## src/rtl/instr_bus_router.sv

```systemverilog
// Instruction-side bus router: decodes each fetch address to the boot ROM,
// the SRAM or a local error responder, forwards the req/gnt handshake and
// returns responses to the core strictly in order.
module instr_bus_router #(
   parameter logic [31:0] ROM_BASE        = 32'h0000_0000,
   parameter logic [31:0] ROM_MASK        = 32'hFFFF_F000,
   parameter logic [31:0] SRAM_BASE       = 32'h1000_0000,
   parameter logic [31:0] SRAM_MASK       = 32'hFFFF_0000,
   parameter int          MAX_OUTSTANDING = 2,
   parameter logic [6:0]  ERR_INTG        = 7'h00
) (
   input  logic        clk,
   input  logic        rst,
   input  logic        host_req_i,
   input  logic [31:0] host_addr_i,
   output logic        host_gnt_o,
   output logic        host_rvalid_o,
   output logic [31:0] host_rdata_o,
   output logic [6:0]  host_rdata_intg_o,
   output logic        host_err_o,
   output logic        rom_req_o,
   output logic [31:0] rom_addr_o,
   input  logic        rom_gnt_i,
   input  logic        rom_rvalid_i,
   input  logic [31:0] rom_rdata_i,
   input  logic [6:0]  rom_rdata_intg_i,
   input  logic        rom_err_i,
   output logic        sram_req_o,
   output logic [31:0] sram_addr_o,
   input  logic        sram_gnt_i,
   input  logic        sram_rvalid_i,
   input  logic [31:0] sram_rdata_i,
   input  logic [6:0]  sram_rdata_intg_i,
   input  logic        sram_err_i,
   output logic        unmapped_o
);

   localparam int CW = $clog2(MAX_OUTSTANDING + 1);
   localparam logic [CW-1:0] MAX_CNT = CW'(MAX_OUTSTANDING);

   typedef enum logic [1:0] {TGT_NONE, TGT_ROM, TGT_SRAM, TGT_ERR} tgt_e;

   tgt_e          cur_tgt;
   tgt_e          dec_tgt;
   tgt_e          rsp_tgt;
   logic [CW-1:0] count;
   logic          pending;
   logic          held_rsp;
   logic          slot_free;
   logic          issue;
   logic          tgt_gnt;
   logic          hs;

   // Address decode; ROM wins when regions overlap.
   always_comb begin
      if ((host_addr_i & ROM_MASK) == ROM_BASE)
         dec_tgt = TGT_ROM;
      else if ((host_addr_i & SRAM_MASK) == SRAM_BASE)
         dec_tgt = TGT_SRAM;
      else
         dec_tgt = TGT_ERR;
   end

   // Response retiring from the already-outstanding target; kept independent
   // of this cycle's grant so a freed slot can be refilled without a loop.
   always_comb begin
      // NOTE: every signal written in always_comb gets a default first, otherwise a latch is inferred.
      held_rsp = 1'b0;
      if (rst && (count != '0)) begin
         unique case (cur_tgt)
            TGT_ROM:  held_rsp = rom_rvalid_i;
            TGT_SRAM: held_rsp = sram_rvalid_i;
            TGT_ERR:  held_rsp = pending;
            default:  held_rsp = 1'b0;
         endcase
      end
   end

   // Issue gating and request forwarding to the decoded target.
   always_comb begin
      slot_free   = (count < MAX_CNT) || held_rsp;
      issue       = rst && host_req_i && slot_free &&
                    ((count == '0) || (dec_tgt == cur_tgt));
      rom_req_o   = issue && (dec_tgt == TGT_ROM);
      sram_req_o  = issue && (dec_tgt == TGT_SRAM);
      rom_addr_o  = host_addr_i;
      sram_addr_o = host_addr_i;
      tgt_gnt     = 1'b0;
      unique case (dec_tgt)
         TGT_ROM:  tgt_gnt = rom_gnt_i;
         TGT_SRAM: tgt_gnt = sram_gnt_i;
         TGT_ERR:  tgt_gnt = 1'b1;
         default:  tgt_gnt = 1'b0;
      endcase
      hs         = issue && tgt_gnt;
      host_gnt_o = hs;
      unmapped_o = hs && (dec_tgt == TGT_ERR);
   end

   // Response mux; with nothing outstanding only a same-cycle (zero-latency)
   // grant may answer, anything else is a spurious rvalid and is dropped.
   always_comb begin
      if (count != '0)
         rsp_tgt = cur_tgt;
      else if (hs)
         rsp_tgt = dec_tgt;
      else
         rsp_tgt = TGT_NONE;
      host_rvalid_o     = 1'b0;
      host_rdata_o      = '0;
      host_rdata_intg_o = '0;
      host_err_o        = 1'b0;
      if (rst) begin
         unique case (rsp_tgt)
            TGT_ROM: begin
               host_rvalid_o     = rom_rvalid_i;
               host_rdata_o      = rom_rdata_i;
               host_rdata_intg_o = rom_rdata_intg_i;
               host_err_o        = rom_err_i;
            end
            TGT_SRAM: begin
               host_rvalid_o     = sram_rvalid_i;
               host_rdata_o      = sram_rdata_i;
               host_rdata_intg_o = sram_rdata_intg_i;
               host_err_o        = sram_err_i;
            end
            TGT_ERR: begin
               host_rvalid_o     = pending;
               host_rdata_intg_o = ERR_INTG;
               host_err_o        = 1'b1;
            end
            default: ;
         endcase
      end
   end

   // Outstanding count, current target and error-responder pending bit.
   always_ff @(posedge clk) begin
      // NOTE: sequential state uses non-blocking assignments so every register samples pre-edge values.
      if (!rst) begin
         count   <= '0;
         cur_tgt <= TGT_NONE;
         pending <= 1'b0;
      end else begin
         if (hs && !host_rvalid_o)
            count <= count + CW'(1);
         else if (!hs && host_rvalid_o)
            count <= count - CW'(1);
         if (hs)
            cur_tgt <= dec_tgt;
         pending <= hs && (dec_tgt == TGT_ERR);
      end
   end

endmodule

```

## config.mk

```make
export PLATFORM = sky130hd
export DESIGN_NAME = instr_bus_router
export DESIGN_NICKNAME = d
export VERILOG_FILES = /design/src/rtl/instr_bus_router.sv
export SDC_FILE = /design/constraint.sdc
export NUM_CORES = 1
export LEC_CHECK = 0
export BUFFER_PORTS_ARGS = -buffer_cell sky130_fd_sc_hd__buf_2
export CAP_MARGIN = 20
export CORE_MARGIN = 10
export CORE_UTILIZATION = 31
export DETAILED_ROUTE_END_ITERATION = 10
export PLACE_DENSITY = 0.82
export SYNTH_ARGS = -nofsm -noshare
export SYNTH_HDL_FRONTEND = slang
export SYNTH_SLANG_ARGS = --single-unit
```

## constraint.sdc

```tcl
create_clock -name clk -period 5.52 [get_ports clk]
set_input_delay 1.104 -clock clk [delete_from_list [all_inputs] [get_ports clk]]
set_output_delay 1.104 -clock clk [all_outputs]
set_load 0.01 [all_outputs]
```

==> results of run 1 <==
-- cells by family (layout without fill, tap and decap cells) --
kind of cell	count (synthesis)	count (layout)	synth area share
simple gates	84	84	0.264
fa+ha+maj	5	5	0.0388
mux	2	2	0.0124
buf+inv	82	201	0.345
flops	5	5	0.0621
xor+xnor	3	3	0.0163
compound gates	57	57	0.261
-- final cells by class --
class	count	area, µm²	share of cell area
timing repair buffer	195	986	0.452
multi-input combinational	151	956	0.438
sequential	5	100	0.0459
tap	70	87.6	0.0401
clock buffer	4	45.0	0.0206
inverter	2	7.51	0.00344
-- metrics by stage --
step	setup WS, ps	instances	hold slack, ps
finish	666	427	547
global route	403	427	581
CTS	637	427	549
detailed placement	639	423	543
global placement	697	423	520
floorplan	873	238	491
-- routing by layer --
| layer | global-route usage | share of wire |
|---|---|---|
| met4 | 0.0553 | 0.021 |
| met1 | 0.164 | 0.38 |
| met3 | 0.0513 | 0.092 |
| met2 | 0.267 | 0.50 |
| met5 | 0 | 0 |
-- how the worst min path moves through the flow --
stage / from / end / depth (start not counted)
after floorplan: count[1] / count[1] / 2
after global placement: count[1] / count[1] / 2
after detailed placement: count[1] / count[1] / 2
after CTS: count[1] / count[1] / 2
after global routing: count[1] / count[1] / 2
final: count[1] / count[1] / 2
-- registers in the layout, summed over array words and instances, names as in the netlist --
| name | cells |
|---|---|
| pending | 1 |
| cur_tgt | 2 |
| count | 2 |
-- worst max-delay path: stages --
cell and delay [ps]:
buf_2 110, or4_4 540, or3_1 440, o21ai_2 180
nor4_1 70, or2_1 240, ha_1 280, buf_4 270
a221oi_1 310, nor2_1 60, buf_2 140
-- power by group through the flow --
| stage | logic (mW) | clock network (mW) | registers, mW |
|---|---|---|---|
| 2_1_floorplan | 0.431 | 0 | 0.0649 |
| 5_1_grt | 0.641 | 0.0762 | 0.0813 |
| 6_report | 0.568 | 0.0707 | 0.0793 |
| 3_5_place_dp | 0.576 | 0 | 0.0784 |
| 3_3_place_gp | 0.561 | 0 | 0.0778 |
| 4_1_cts | 0.577 | 0.0727 | 0.0779 |
-- Yosys cell counts, types with 2 or more instances --
| cell type | n | area share |
|---|---|---|
| o211ai_1 | 2 | 0.0093 |
| o21ai_0 | 2 | 0.0062 |
| xnor2_1 | 2 | 0.011 |
| or3_1 | 2 | 0.0078 |
| a21oi_1 | 3 | 0.0093 |
| ha_1 | 5 | 0.039 |
| clkbuf_1 | 14 | 0.033 |
| dfxtp_1 | 5 | 0.062 |
| nand2_1 | 10 | 0.023 |
| and2_1 | 3 | 0.012 |
| nor4_2 | 2 | 0.016 |
| o21ai_2 | 2 | 0.011 |
| nor2_1 | 47 | 0.11 |
| inv_1 | 2 | 0.0047 |
| a22oi_1 | 39 | 0.18 |
| and4_1 | 2 | 0.011 |
| nor4_1 | 3 | 0.012 |
| nand4_1 | 3 | 0.012 |
| nor3_1 | 2 | 0.0062 |
| or2_1 | 2 | 0.0078 |
| mux2i_1 | 2 | 0.012 |
| buf_4 | 64 | 0.30 |
==> results.py, run 1 <==
metrics = {
    "outcome": {
        "status": "finished, final reports clean",
    },
    "place": {
        "gp_congestion": 0.966,
        "io_buffers": 191,
        "placed_area_um2": 2140,
        "dp_hpwl_um": 6230,
    },
    "floorplan": {
        "fp.dieW_um": 92.1,
        "row_count": 26,
        "dieArea_um2": 8490,
        "fp.dieH_um": 92.1,
        "start_util": 0.318,
        "ios": 228,
        "core-area_um2": 5070,
    },
    "setup_path": {
        "startpoint_type": "primary input",
        "worstPathArrival_ps": 3750,
        "cp_max_fo": 37,
        "r2r_setup_slack_ps": 2450,
        "worstPathRequired_ps": 4420,
        "rr_worst_depth": 12,
        "crit_path_end": "host_err_o",
        "r2r_end": "count[1]",
        "startpoint": "host_addr_i[13]",
        "r2r_start": "cur_tgt[1]",
        "end_kind": "output port",
        "critical_path_class": "primary input to output port",
    },
    "pwr": {
        "p_seq_frac": 0.111,
        "leakage_nw": 1.20,
        "power.density_nw_per_um2": 329,
        "intPower_mw": 0.339,
        "swShare": 0.527,
        "worst_ir_drop_vdd_v": 0.000123,
        "clkPwrFrac": 0.098,
        "p_total_mw": 0.718,
        "switchingPower_mw": 0.378,
        "combPwrFrac": 0.791,
    },
    "synth": {
        "syn-num-nets": 362,
        "ys_seq_area_frac": 0.0621,
        "yosysUniqueCellTypes": 42,
        "netlist_instances": 238,
        "avgSynthCellArea_um2": 6.78,
        "synth_flop_cell": "dfxtp_1",
        "syn_area_um2": 1610,
        "async_flop_share": 0,
        "yosysWarnings": 0,
        "synth_edf_count": 0,
        "ys_ff_latch": 5,
    },
    "cts": {
        "cts_buffer_depth": 2,
        "clock-sinks": 5,
        "path_clk_slew_ps": 40,
        "cts_root_buf": "clkbuf_8",
        "cts_resized": 0,
        "postCtsSetupBuffers": 0,
        "cts_tree": "done",
        "htreeDepth": 1,
        "insertion_delay_ps": 230,
        "hold_buffers": 0,
        "cts_made_buffers": 3,
    },
    "layout": {
        "final_common_cell": "buf_2",
        "layout_common_cells": "buf_2, nor2_1, a22oi_1, nand2_1",
        "final_util": 0.430,
        "fillerInstances": 526,
        "area_growth_pct": 35.3,
        "nets": 482,
        "postLayoutCellArea_um2": 2180,
        "num_antenna_cells": 0,
        "drive_gt1_frac": 0.583,
    },
    "global_route": {
        "grt_pass1_wl_um": 10900,
        "grt_pass1_vias": 2135,
        "grt_usage": 0.152,
        "overflow": 0,
        "grt_max_degree": 40,
        "antenna_found_initial": 0,
    },
    "timing": {
        "fin_setup_tns_ps": 0,
        "rsz0062_at_grt": "false",
        "min_period_over_period": 0.879,
        "worst_slew_pin_slew_ps": 381,
        "finalHoldViolCount": 0,
        "finalSetupViolations": 0,
        "skew_ps": 0.489,
        "relSlewSlack": 0.744,
        "fin_crit_ps": 4850,
        "max_freq_mhz": 206,
        "slew_viol_final": 0,
    },
    "detailed_routing": {
        "route.antenna.remaining_nets": 0,
        "drc": 0,
        "via_count": 2105,
        "routed_via_density": 4.93,
        "first_pass_iters": 4,
        "wire_per_inst_um": 16.8,
        "routed_wl_um": 7170,
        "drt_iter0_drc": 95,
    },
    "job": {
        "drv_cap": 0,
    },
    "min_path": {
        "min_path_type": "register to register",
    },
}
Power figures use the tool's default switching activity.
==> inputs of run 2 (changes only) <==
==> constraint.sdc (replaced) <==
create_clock -name clk -period 4.8 [get_ports clk]
set_input_delay 0.96 -clock clk [delete_from_list [all_inputs] [get_ports clk]]
set_output_delay 0.96 -clock clk [all_outputs]
set_load 0.01 [all_outputs]
==> results.py, run 2 (synthesized netlist as in run 1, its figures left out) <==
metrics = {
    "detailed_routing": {
        "routed_via_density": 4.92,
        "first_pass_iters": 5,
        "wire_per_inst_um": 16.8,
        "drt_iter0_drc": 103,
        "route.antenna.remaining_nets": 0,
        "drc": 0,
        "routed_wl_um": 7170,
        "via_count": 2102,
    },
    "layout": {
        "multi_input_area_um2": 956,
        "nets": 482,
        "final_util": 0.435,
        "final_common_cell": "buf_2",
        "drive_gt1_frac": 0.583,
        "postLayoutCellArea_um2": 2210,
        "area_growth_pct": 36.9,
        "layout_common_cells": "buf_2, nor2_1, a22oi_1, nand2_1",
        "num_antenna_cells": 0,
        "regArea_um2": 100,
        "top_regs": "count x2, cur_tgt x2, pending x1",
        "fillerInstances": 521,
    },
    "cts": {
        "cts_made_buffers": 3,
        "path_clk_slew_ps": 40,
        "cts_tree": "done",
        "htreeDepth": 1,
        "cts_resized": 0,
        "clock-sinks": 5,
        "cts_root_buf": "clkbuf_8",
        "insertion_delay_ps": 220,
        "hold_buffers": 0,
        "postCtsSetupBuffers": 0,
        "cts_buffer_depth": 2,
    },
    "place": {
        "placed_area_um2": 2160,
        "io_buffers": 191,
        "gp_congestion": 0.978,
        "dp_hpwl_um": 6290,
        "dp_slack_ps": 300,
    },
    "min_path": {
        "holdCritStartpoint": "cur_tgt[0]",
        "min_path_type": "register to register",
        "min_to": "cur_tgt[0]",
        "min_path_cells": 2,
    },
    "floorplan": {
        "dieArea_um2": 8490,
        "start_util": 0.318,
        "fp.dieH_um": 92.1,
        "ios": 228,
        "core-area_um2": 5070,
        "row_count": 26,
        "fp.dieW_um": 92.1,
    },
    "setup_path": {
        "r2r_setup_slack_ps": 1660,
        "rr_worst_depth": 12,
        "startpoint_type": "primary input",
        "worstPathRequired_ps": 3840,
        "r2r_end": "count[1]",
        "critical_path_class": "primary input to output port",
        "end_kind": "output port",
        "r2r_start": "cur_tgt[1]",
        "worstPathArrival_ps": 3530,
        "cp_max_fo": 36,
    },
    "global_route": {
        "grt_max_degree": 39,
        "grt_usage": 0.147,
        "antenna_found_initial": 0,
        "overflow": 0,
        "grt_pass1_wl_um": 10600,
        "grt_pass1_vias": 2156,
    },
    "pwr": {
        "power.density_nw_per_um2": 386,
        "p_seq_frac": 0.105,
        "combPwrFrac": 0.802,
        "intPower_mw": 0.413,
        "switchingPower_mw": 0.440,
        "clkPwrFrac": 0.093,
        "leakage_nw": 1.21,
        "worst_ir_drop_vdd_v": 0.000217,
        "swShare": 0.516,
    },
    "timing": {
        "finalSetupViolations": 0,
        "max_freq_mhz": 223,
        "slew_viol_final": 0,
        "skew_ps": 2.65,
        "relSlewSlack": 0.725,
        "min_period_over_period": 0.936,
        "worst_slack_ps": 307,
        "worst_slew_pin_slew_ps": 409,
        "finalHoldViolCount": 0,
        "fin_setup_tns_ps": 0,
        "fin_crit_ps": 4490,
        "rsz0062_at_grt": "false",
    },
    "job": {
        "drv_cap": 0,
    },
    "outcome": {
        "status": "finished, final reports clean",
    },
}
-- run 2: final cells by class --
cell class                      count  area share
Sequential cell                     5      0.0454
Timing Repair Buffer              195       0.458
Tap cell                           70      0.0397
Clock buffer                        4      0.0204
Multi-Input combinational cell    151       0.433
Inverter                            2     0.00340
-- run 2: critical path, stage by stage --
cell and delay, ps:
buf_2 110, or4_4 540, or3_1 440, o21ai_2 190, nor4_1 80, or2_1 240
ha_1 310, buf_12 210, a22oi_1 210, nor2_1 70, buf_2 150
-- run 2: worst max path at each step --
| stage | from | endpoint | slack (ps) |
|---|---|---|---|
| 6_report | host_addr_i[13] | host_rdata_o[10] | 310 |
| 5_1_grt | host_addr_i[18] | host_rdata_o[21] | 90 |
| 4_1_cts | host_addr_i[18] | host_rdata_o[10] | 290 |
| 3_5_place_dp | host_addr_i[13] | host_rdata_o[10] | 300 |
| 3_3_place_gp | host_addr_i[13] | host_rdata_intg_o[4] | 390 |
| 2_1_floorplan | host_addr_i[13] | host_rdata_o[21] | 440 |
-- run 2: stage by stage --
stage / std cells / hold WS (ps) / total power [mW]
2_1_floorplan: 238 / 491 / 0.571
3_3_place_gp: 423 / 522 / 0.761
3_5_place_dp: 423 / 534 / 0.778
4_1_cts: 427 / 540 / 0.860
5_1_grt: 427 / 586 / 0.934
6_report: 427 / 543 / 0.853
-- run 2: power groups by stage --
stage          clock (mW)  combinational, mW  sequential [mW]
4_1_cts            0.0809              0.690           0.0892
2_1_floorplan           0              0.496           0.0746
3_3_place_gp            0              0.672           0.0894
3_5_place_dp            0              0.688           0.0898
5_1_grt            0.0831              0.759           0.0924
6_report           0.0791              0.684           0.0897
-- run 2: per-layer routing --
layer	global-route usage	share of wire
met5	0	0
met1	0.160	0.38
met4	0.0488	0.020
met2	0.259	0.50
met3	0.0497	0.096
==> inputs of run 3 (changes only) <==
--- a/config.mk
+++ b/config.mk
@@ -8,9 +8,10 @@
 export BUFFER_PORTS_ARGS = -buffer_cell sky130_fd_sc_hd__buf_2
 export CAP_MARGIN = 20
 export CORE_MARGIN = 10
-export CORE_UTILIZATION = 31
+export CORE_UTILIZATION = 30
 export DETAILED_ROUTE_END_ITERATION = 10
-export PLACE_DENSITY = 0.82
+export PLACE_DENSITY = 0.8
+export SLEW_MARGIN = 40
 export SYNTH_ARGS = -nofsm -noshare
 export SYNTH_HDL_FRONTEND = slang
 export SYNTH_SLANG_ARGS = --single-unit
==> results.py, run 3 (synthesized netlist as in run 1, its figures left out) <==
metrics = {
    "cts": {
        "cts_resized": 0,
        "path_clk_slew_ps": 40,
        "clock-sinks": 5,
        "postCtsSetupBuffers": 0,
        "hold_buffers": 0,
        "htreeDepth": 1,
        "insertion_delay_ps": 220,
        "cts_root_buf": "clkbuf_8",
        "cts_buffer_depth": 2,
        "cts_made_buffers": 3,
        "cts_tree": "done",
    },
    "timing": {
        "relSlewSlack": 0.728,
        "skew_ps": 5.92,
        "finalHoldViolCount": 0,
        "min_period_over_period": 0.939,
        "finalSetupViolations": 0,
        "max_freq_mhz": 222,
        "fin_setup_tns_ps": 0,
        "worst_slew_pin_slew_ps": 405,
        "fin_crit_ps": 4510,
        "rsz0062_at_grt": "false",
        "slew_viol_final": 0,
    },
    "detailed_routing": {
        "route.antenna.remaining_nets": 0,
        "via_count": 2121,
        "routed_wl_um": 7090,
        "drt_iter0_drc": 75,
        "routed-wl-met3_um": 901,
        "top_layer": "met4",
        "wire_per_inst_um": 16.6,
        "drc": 0,
        "routed_via_density": 4.97,
        "dr_wl_met2_um": 3560,
        "drt-met1-wl_um": 2500,
        "first_pass_iters": 4,
    },
    "global_route": {
        "grt_max_degree": 42,
        "grt_pass1_vias": 2309,
        "overflow": 0,
        "grt_usage": 0.145,
        "grt_pass1_wl_um": 10900,
        "antenna_found_initial": 0,
    },
    "setup_path": {
        "max_stage_delay_ps": 540,
        "crit_chain": "buf_2 -> or4_4 -> or3_1 -> o21ai_2 -> nor4_1 -> or2_1 -> ha_1 -> buf_4 -> a22oi_1 -> nor2_1 -> buf_2",
        "crit_top_cell": "buf_2",
        "startpoint_type": "primary input",
        "worstPathArrival_ps": 3550,
        "worstPathRequired_ps": 3840,
        "cp_max_fo": 36,
        "cp_top_family": "simple AND/OR/NAND/NOR gates",
        "end_kind": "output port",
        "critPathBufInv": 3,
        "critical_path_class": "primary input to output port",
        "slowest_stage": "or4_4",
    },
    "job": {
        "drv_cap": 0,
    },
    "layout": {
        "final_common_cell": "buf_2",
        "top_regs": "count x2, cur_tgt x2, pending x1",
        "postLayoutCellArea_um2": 2200,
        "final_util": 0.425,
        "num_antenna_cells": 0,
        "area_growth_pct": 36.2,
        "nets": 482,
        "drive_gt1_frac": 0.585,
        "layout_common_cells": "buf_2, nor2_1, a22oi_1, nand2_1",
    },
    "pwr": {
        "power.density_nw_per_um2": 384,
        "worst_ir_drop_vdd_v": 0.000165,
        "leakage_nw": 1.21,
    },
    "place": {
        "placed_area_um2": 2150,
        "dp_hpwl_um": 6190,
        "gp_congestion": 0.897,
        "io_buffers": 191,
    },
    "floorplan": {
        "fp.dieW_um": 93.3,
        "core-area_um2": 5170,
        "ios": 228,
        "dieArea_um2": 8710,
        "fp.dieH_um": 93.3,
        "row_count": 26,
        "start_util": 0.312,
    },
    "min_path": {
        "min_path_type": "register to register",
    },
    "outcome": {
        "status": "finished, final reports clean",
    },
}
## run 3: cell count changes in the layout (fill, tap and decap cells not counted), sizes merged
cell / change
clkbuf: -1
clkinv: +1
## run 3: layout make-up
type,count,area [µm²]
Fill cell,522,2980
Timing Repair Buffer,195,998
Multi-Input combinational cell,151,956
Sequential cell,5,100
Tap cell,70,87.6
Clock buffer,3,41.3
Inverter,2,7.51
Clock inverter,1,5.00
## run 3: path summary, 6_finish.rpt
| kind | slack [ps] | to | cells after the start | from |
|---|---|---|---|---|
| worst max-delay path | 290 | host_rdata_o[14] | 11 | host_addr_i[13] |
| worst min-delay path | 550 | count[1] | 2 | count[1] |
| worst max register to register | 1710 | count[1] | 12 | cur_tgt[1] |
| worst min register to register | 550 | count[1] | 2 | count[1] |
## run 3: worst min-delay path, stage by stage (launching register included)
cell and delay, ps:
dfxtp_1 350, o21ai_0 90, a21boi_1 60
## run 3: through the flow
step | hold WS [ps] | setup slack [ps] | cells | power, mW
after floorplan | 491 | 441 | 238 | 0.571
after global placement | 515 | 375 | 423 | 0.745
after detailed placement | 528 | 302 | 423 | 0.767
after CTS | 550 | 302 | 427 | 0.848
after global routing | 586 | 4.06 | 427 | 0.933
final | 548 | 294 | 427 | 0.843
## run 3: layer usage
metal | global-route usage | vias up
li1 | - | 1016
met1 | 0.147 | 947
met2 | 0.266 | 141
met3 | 0.0584 | 17
met4 | 0.0476 | 0
met5 | 0 | -
## run 3: power by group
group          switching [mW]  internal [mW]
Clock                  0.0226         0.0559
Combinational           0.386          0.285
Sequential             0.0326         0.0601
Total                   0.442          0.401
